===== src/rtl/rpc2_ctrl_cmd_arb_pkg.sv =====
// Shared definitions for the RPC2 command arbiter.
//   arb_state_t : arbiter FSM states
//   grant_t     : encoding of the most recently granted direction
//   cnt_width() : width of an outstanding-transaction counter for a given limit
package rpc2_ctrl_cmd_arb_pkg;

   typedef enum logic [1:0] {
      ST_INIT  = 2'd0,
      ST_IDLE  = 2'd1,
      ST_ISSUE = 2'd2
   } arb_state_t;

   typedef enum logic {
      GRANT_RD = 1'b0,
      GRANT_WR = 1'b1
   } grant_t;

   function automatic int cnt_width(input int max_outst);
      return $clog2(max_outst + 1);
   endfunction

endpackage


===== src/rtl/rpc2_ctrl_outst_cnt.sv =====
// Outstanding-transaction counter for one direction.
//   clk, rst_n : clock, async active-low reset
//   inc        : a transaction was granted this cycle
//   dec        : a transaction completed this cycle
//   at_max     : count has reached MAX_OUTST (direction must not be granted)
//   underflow  : sticky, set when dec arrives with the count at 0
module rpc2_ctrl_outst_cnt
   import rpc2_ctrl_cmd_arb_pkg::*;
#(
   parameter int MAX_OUTST = 8,
   parameter int CNT_W     = cnt_width(MAX_OUTST)
) (
   input  logic clk,
   input  logic rst_n,
   input  logic inc,
   input  logic dec,
   output logic at_max,
   output logic underflow
);

   localparam logic [CNT_W-1:0] LIMIT = CNT_W'(MAX_OUTST);

   logic [CNT_W-1:0] cnt;

   // inc is only ever asserted below LIMIT, so the count never wraps upward.
   always_ff @(posedge clk or negedge rst_n) begin
      if (!rst_n) begin
         cnt       <= '0;
         underflow <= 1'b0;
      end else begin
         if (inc && !dec) begin
            cnt <= cnt + CNT_W'(1);
         end else if (dec && !inc) begin
            if (cnt == '0) begin
               underflow <= 1'b1;
            end else begin
               cnt <= cnt - CNT_W'(1);
            end
         end
      end
   end

   assign at_max = (cnt >= LIMIT);

endmodule


===== src/rtl/rpc2_ctrl_cmd_arb.sv =====
// Arbitrates AXI AR/AW requests onto the single RPC2 engine command port and
// pushes each granted ID into the matching read/write ID FIFO.
//   ar_* / aw_*          : AXI read / write address requests (ready is combinational)
//   cmd_*                : command to the transaction engine (valid/ready)
//   rid_wr_en, wid_wr_en : one-cycle pushes into the external ID FIFOs
//   id_wr_data           : ID being pushed (shared by both FIFOs)
//   rid/wid_pre_full     : FIFO pre_full, registered here into the full flag
//   rd_done, wr_done     : completion pulses that retire outstanding transactions
//   cnt_err              : sticky, a done pulse arrived with its counter at 0
//
// state    | meaning
// ST_INIT  | one cycle after reset release, no grants
// ST_IDLE  | arbitrate; a grant latches the command and pushes the ID
// ST_ISSUE | cmd_valid held with stable fields until cmd_ready
module rpc2_ctrl_cmd_arb
   import rpc2_ctrl_cmd_arb_pkg::*;
#(
   parameter int ID_WIDTH   = 4,
   parameter int ADDR_WIDTH = 32,
   parameter int LEN_WIDTH  = 8,
   parameter int MAX_OUTST  = 8
) (
   input  logic                  clk,
   input  logic                  rst_n,
   input  logic                  ar_valid,
   output logic                  ar_ready,
   input  logic [ID_WIDTH-1:0]   ar_id,
   input  logic [ADDR_WIDTH-1:0] ar_addr,
   input  logic [LEN_WIDTH-1:0]  ar_len,
   input  logic                  aw_valid,
   output logic                  aw_ready,
   input  logic [ID_WIDTH-1:0]   aw_id,
   input  logic [ADDR_WIDTH-1:0] aw_addr,
   input  logic [LEN_WIDTH-1:0]  aw_len,
   output logic                  cmd_valid,
   input  logic                  cmd_ready,
   output logic                  cmd_write,
   output logic [ADDR_WIDTH-1:0] cmd_addr,
   output logic [LEN_WIDTH-1:0]  cmd_len,
   output logic                  rid_wr_en,
   output logic                  wid_wr_en,
   output logic [ID_WIDTH-1:0]   id_wr_data,
   input  logic                  rid_pre_full,
   input  logic                  wid_pre_full,
   input  logic                  rd_done,
   input  logic                  wr_done,
   output logic                  cnt_err
);

   arb_state_t state_q, state_d;
   grant_t     last_grant_q;
   logic       rfull_q, wfull_q;
   logic       rd_elig, wr_elig;
   logic       grant_rd, grant_wr;
   logic       rd_at_max, wr_at_max;
   logic       rd_uf, wr_uf;

   rpc2_ctrl_outst_cnt #(.MAX_OUTST(MAX_OUTST)) u_rd_cnt (
      .clk       (clk),
      .rst_n     (rst_n),
      .inc       (grant_rd),
      .dec       (rd_done),
      .at_max    (rd_at_max),
      .underflow (rd_uf)
   );

   rpc2_ctrl_outst_cnt #(.MAX_OUTST(MAX_OUTST)) u_wr_cnt (
      .clk       (clk),
      .rst_n     (rst_n),
      .inc       (grant_wr),
      .dec       (wr_done),
      .at_max    (wr_at_max),
      .underflow (wr_uf)
   );

   // pre_full registered here equals the FIFO's registered full; grants are at
   // least two cycles apart so this flag already reflects the previous push.
   always_ff @(posedge clk or negedge rst_n) begin
      if (!rst_n) begin
         state_q      <= ST_INIT;
         last_grant_q <= GRANT_WR;
         rfull_q      <= 1'b0;
         wfull_q      <= 1'b0;
         cmd_write    <= 1'b0;
         cmd_addr     <= '0;
         cmd_len      <= '0;
      end else begin
         state_q <= state_d;
         rfull_q <= rid_pre_full;
         wfull_q <= wid_pre_full;
         if (grant_rd || grant_wr) begin
            cmd_write    <= grant_wr;
            cmd_addr     <= grant_wr ? aw_addr : ar_addr;
            cmd_len      <= grant_wr ? aw_len  : ar_len;
            last_grant_q <= grant_wr ? GRANT_WR : GRANT_RD;
         end
      end
   end

   always_comb begin
      state_d  = state_q;
      rd_elig  = 1'b0;
      wr_elig  = 1'b0;
      grant_rd = 1'b0;
      grant_wr = 1'b0;
      case (state_q)
         ST_INIT: state_d = ST_IDLE;
         ST_IDLE: begin
            rd_elig = ar_valid & ~rfull_q & ~rd_at_max;
            wr_elig = aw_valid & ~wfull_q & ~wr_at_max;
            if (rd_elig && wr_elig) begin
               grant_rd = (last_grant_q == GRANT_WR);
               grant_wr = (last_grant_q == GRANT_RD);
            end else begin
               grant_rd = rd_elig;
               grant_wr = wr_elig;
            end
            if (grant_rd || grant_wr) state_d = ST_ISSUE;
         end
         ST_ISSUE: if (cmd_ready) state_d = ST_IDLE;
         default:  state_d = ST_INIT;
      endcase
   end

   assign ar_ready   = grant_rd;
   assign aw_ready   = grant_wr;
   assign rid_wr_en  = grant_rd;
   assign wid_wr_en  = grant_wr;
   assign id_wr_data = grant_wr ? aw_id : (grant_rd ? ar_id : '0);
   assign cmd_valid  = (state_q == ST_ISSUE);
   assign cnt_err    = rd_uf | wr_uf;

endmodule


===== config.mk =====
export PLATFORM = sky130hd
export DESIGN_NAME = rpc2_ctrl_cmd_arb
export DESIGN_NICKNAME = d
export VERILOG_FILES = /design/src/rtl/rpc2_ctrl_cmd_arb_pkg.sv /design/src/rtl/rpc2_ctrl_outst_cnt.sv /design/src/rtl/rpc2_ctrl_cmd_arb.sv
export SDC_FILE = /design/constraint.sdc
export NUM_CORES = 1
export LEC_CHECK = 0
export CORE_MARGIN = 4
export CORE_UTILIZATION = 39
export DETAILED_ROUTE_END_ITERATION = 6
export PLACE_DENSITY = 0.86
export SLEW_MARGIN = 25
export SYNTH_ARGS = -nofsm -noshare
export SYNTH_HDL_FRONTEND = slang
export SYNTH_HIERARCHICAL = 1
export SYNTH_SLANG_ARGS = --single-unit

===== constraint.sdc =====
create_clock -name clk -period 2.97 [get_ports clk]
set_input_delay 0.4455 -clock clk [delete_from_list [all_inputs] [get_ports clk]]
set_output_delay 0.4455 -clock clk [all_outputs]
set_load 0.05 [all_outputs]

==> results of run 1 <==
flip-flops by register name, indices dropped and copies added (netlist names), 2 cells and up:
| register | cells |
|---|---|
| cmd_addr | 32 |
| cmd_len | 8 |
| u_wr_cnt/cnt | 4 |
| state_q | 2 |
| u_rd_cnt/cnt | 4 |
worst max-delay path by stage:
stage | slack (ns) | start | depth (start not counted) | end
after floorplan | -0.21 | u_rd_cnt/cnt[3] | 12 | u_rd_cnt/cnt[3]
after global placement | -0.27 | aw_valid | 11 | u_wr_cnt/cnt[3]
after detailed placement | -0.33 | aw_valid | 11 | u_wr_cnt/cnt[3]
after CTS | 0.13 | aw_valid | 7 | id_wr_data[0]
after global routing | 0.07 | aw_valid | 7 | id_wr_data[2]
final | 0.12 | aw_valid | 7 | id_wr_data[0]
layout by cell type (no fill, tap or decap), drive strengths merged, types with 2 or more instances in the layout:
| cell | synthesis | layout |
|---|---|---|
| nor4 | 42 | 42 |
| clkdlybuf4s50 | 0 | 138 |
| a22o | 6 | 6 |
| buf | 15 | 27 |
| a21oi | 2 | 2 |
| mux2 | 4 | 4 |
| inv | 9 | 9 |
| fa | 2 | 2 |
| xnor2 | 2 | 2 |
| or4b | 40 | 40 |
| or3b | 2 | 2 |
| mux2i | 2 | 2 |
| and2 | 2 | 2 |
| ha | 8 | 8 |
| nand2 | 2 | 2 |
| o21ai | 2 | 2 |
| xor2 | 2 | 2 |
| o31ai | 43 | 43 |
| clkbuf | 34 | 8 |
| nor3 | 3 | 3 |
| nor2 | 10 | 10 |
| a21o | 4 | 4 |
| a31oi | 40 | 40 |
| dfrtp | 55 | 55 |
routing by layer:
metal / vias to the layer above / global-route usage (%) / part of all wire, %
li1: 1602 / - / -
met2: 148 / 34.3 / 50
met1: 1638 / 23.6 / 41
met4: 0 / 4.84 / 1.2
met3: 14 / 4.30 / 8.0
met5: - / 0 / 0
power by group:
group / internal, mW / switching (mW)
combinational: 1.37 / 2.23
clock: 0.191 / 0.237
sequential: 1.15 / 0.295
cell families (layout without fill, tap and decap cells):
kind of cell               count (synthesis)  in the layout  share of synthesized area [%]
AOI/OAI and AO/OA                        100            100                           20.3
xor gates and xnor gates                   4              4                           1.02
adders and majority gates                 10             10                           4.08
buffers and inverters                     58            182                           7.75
DFF                                       56             56                           40.8
muxes                                      6              6                           2.11
and+or+nand+nor                          107            107                           23.9
cell type report:
class,instances,area share [%]
Multi-Input combinational cell,227,35.9
Timing Repair Buffer,165,32.1
Sequential cell,56,26.8
Tap cell,105,2.51
Clock buffer,8,1.72
Inverter,9,0.980
through the flow:
stage / hold WS, ns / power [mW] / area (µm²) / TNS (ns) / utilization (%)
2_1_floorplan: 0.150 / 3.86 / 3540 / -0.212 / -
3_3_place_gp: 0.445 / 4.95 / 5140 / -0.608 / 61.3
3_5_place_dp: 0.446 / 5.07 / 5140 / -1.02 / 61.3
4_1_cts: 0.302 / 5.52 / 5230 / 0 / 62.4
5_1_grt: 0.333 / 5.78 / 5230 / 0 / 62.4
6_report: 0.275 / 5.48 / 5230 / 0 / 62.4
timing repair:
action,CTS,global route
endpoints found under the setup margin,4,0
hold endpoints to repair,0,0
buffers inserted,0,0
resized for setup,1,0
critical path, cell delays in order:
cell and delay [ns]:
clkdlybuf4s50_1 0.49, or3b_1 0.40, or3_4 0.46, inv_12 0.07, buf_4 0.17, a22o_1 0.21, buf_12 0.15
==> qor.txt, run 1 <==
Skew-Pair Late Insertion Delay: 0.30 ns
worst r2r src: wfull_q
Initial Utilization: 41.0%
H-Tree Depth: 2
Fmax: 0.351 GHz
outcome: finished clean
R2R depth: 10
Yosys top cell by area: dfrtp_1
Vert. Die Dim: 102 µm
CP endpoint kind: output port
Syn Std Cell Area: 3440 µm²
IO Port Bufs: 147
DR vias: 3,402
drt drc: 0
Finished Layout Cells: 570
Wirelength per Cell: 17.8 µm
Ys Warns: 6
Seq/Total Area, Yosys: 40.8%
number of DRC markers in iteration 0: 157
TritonCTS clock tree: done
ys async rst share: 100%
CTS sink count: 56
Filler cells: 712
crit-path max FO: 8
Max Transition Viols Final: 0
Detail Route Antenna Nets: 0
first-pass GRT wire length: 16,300 µm
synth top area cells: dfrtp_1, or4b_1, o31ai_1, a31oi_1, nor4_1
CTS Buf Count: 5
CTS root buf: clkbuf_8
vias in the first global route: 3,424
RSZ-0062 raised after global routing: no
Reg2Reg Capture Point: u_wr_cnt/cnt[3]
die width: 102 µm
Multi-input gate area: 1880 µm²
Fin. Hold Viols: 0
number of synthesized register bits: 56
number of synthesized flops with an enable pin: 0
Reg2Reg Setup Slack: 0.31 ns
worst path arrival time: 2.40 ns
ys flop type: dfrtp_1
share of the synthesized area in the top cell type: 40.0%
initial antenna violation count: 0
ratio of cells with drive above 1 in the final layout: 12.0%
final setup fails: 0
PwrDens: 1050 nW/µm²
via-per-instance ratio: 5.97
# diodes: 0
Tcrit/Tclk final: 95.8%
Worst-path clk slew: 0.09 ns
Rows: 33
top post-synthesis cells by count: dfrtp_1, o31ai_1, a31oi_1, nor4_1, or4b_1
register area: 1400 µm²
DRT Wirelength: 10,200 µm
Synth Area per Inst: 10.1 µm²
count leader, synth: dfrtp_1
peak supply drop: 612 µV
Slew @ Worst Pin: 0.735 ns
Nets: 571
Max-cap violations: 0
relative slew slack: 51.0%
Final WS setup: 0.124 ns
syn_nets: 448
largest net degree at the start of global routing: 83
Die ar.: 10,400 µm²
hold_buf cts: 0
core area: 8380 µm²
RD Place Congestion: 0.813
Leak Pwr: 1.93 nW
CP Launch Type: input pin
hold crit path type: input pin to asynchronous set/reset pin
HPWL Detailed: 6970 µm
critical path type: input pin to output port
Mapped Cells: 341
Cell variety after synth: 40
dpl cells: 562
WP data required: 2.52 ns
Clock Skew: 0.00791 ns
fin crit period: 2.85 ns
grt ovf: 0
total track usage: 19.2%
Longest Clk Path Bufs: 2
pre-CTS WS: -0.327 ns
DRT Pass-1 Iters: 4
# IOs: 148
Layout area overhead: 52.2%
(Power assumes the default switching activity.)
==> run 2, diff against run 1 <==
- CAP_MARGIN: not set -> 40
==> results of run 2 <==
Final layout, timing and power as in run 1 (identical DEF).
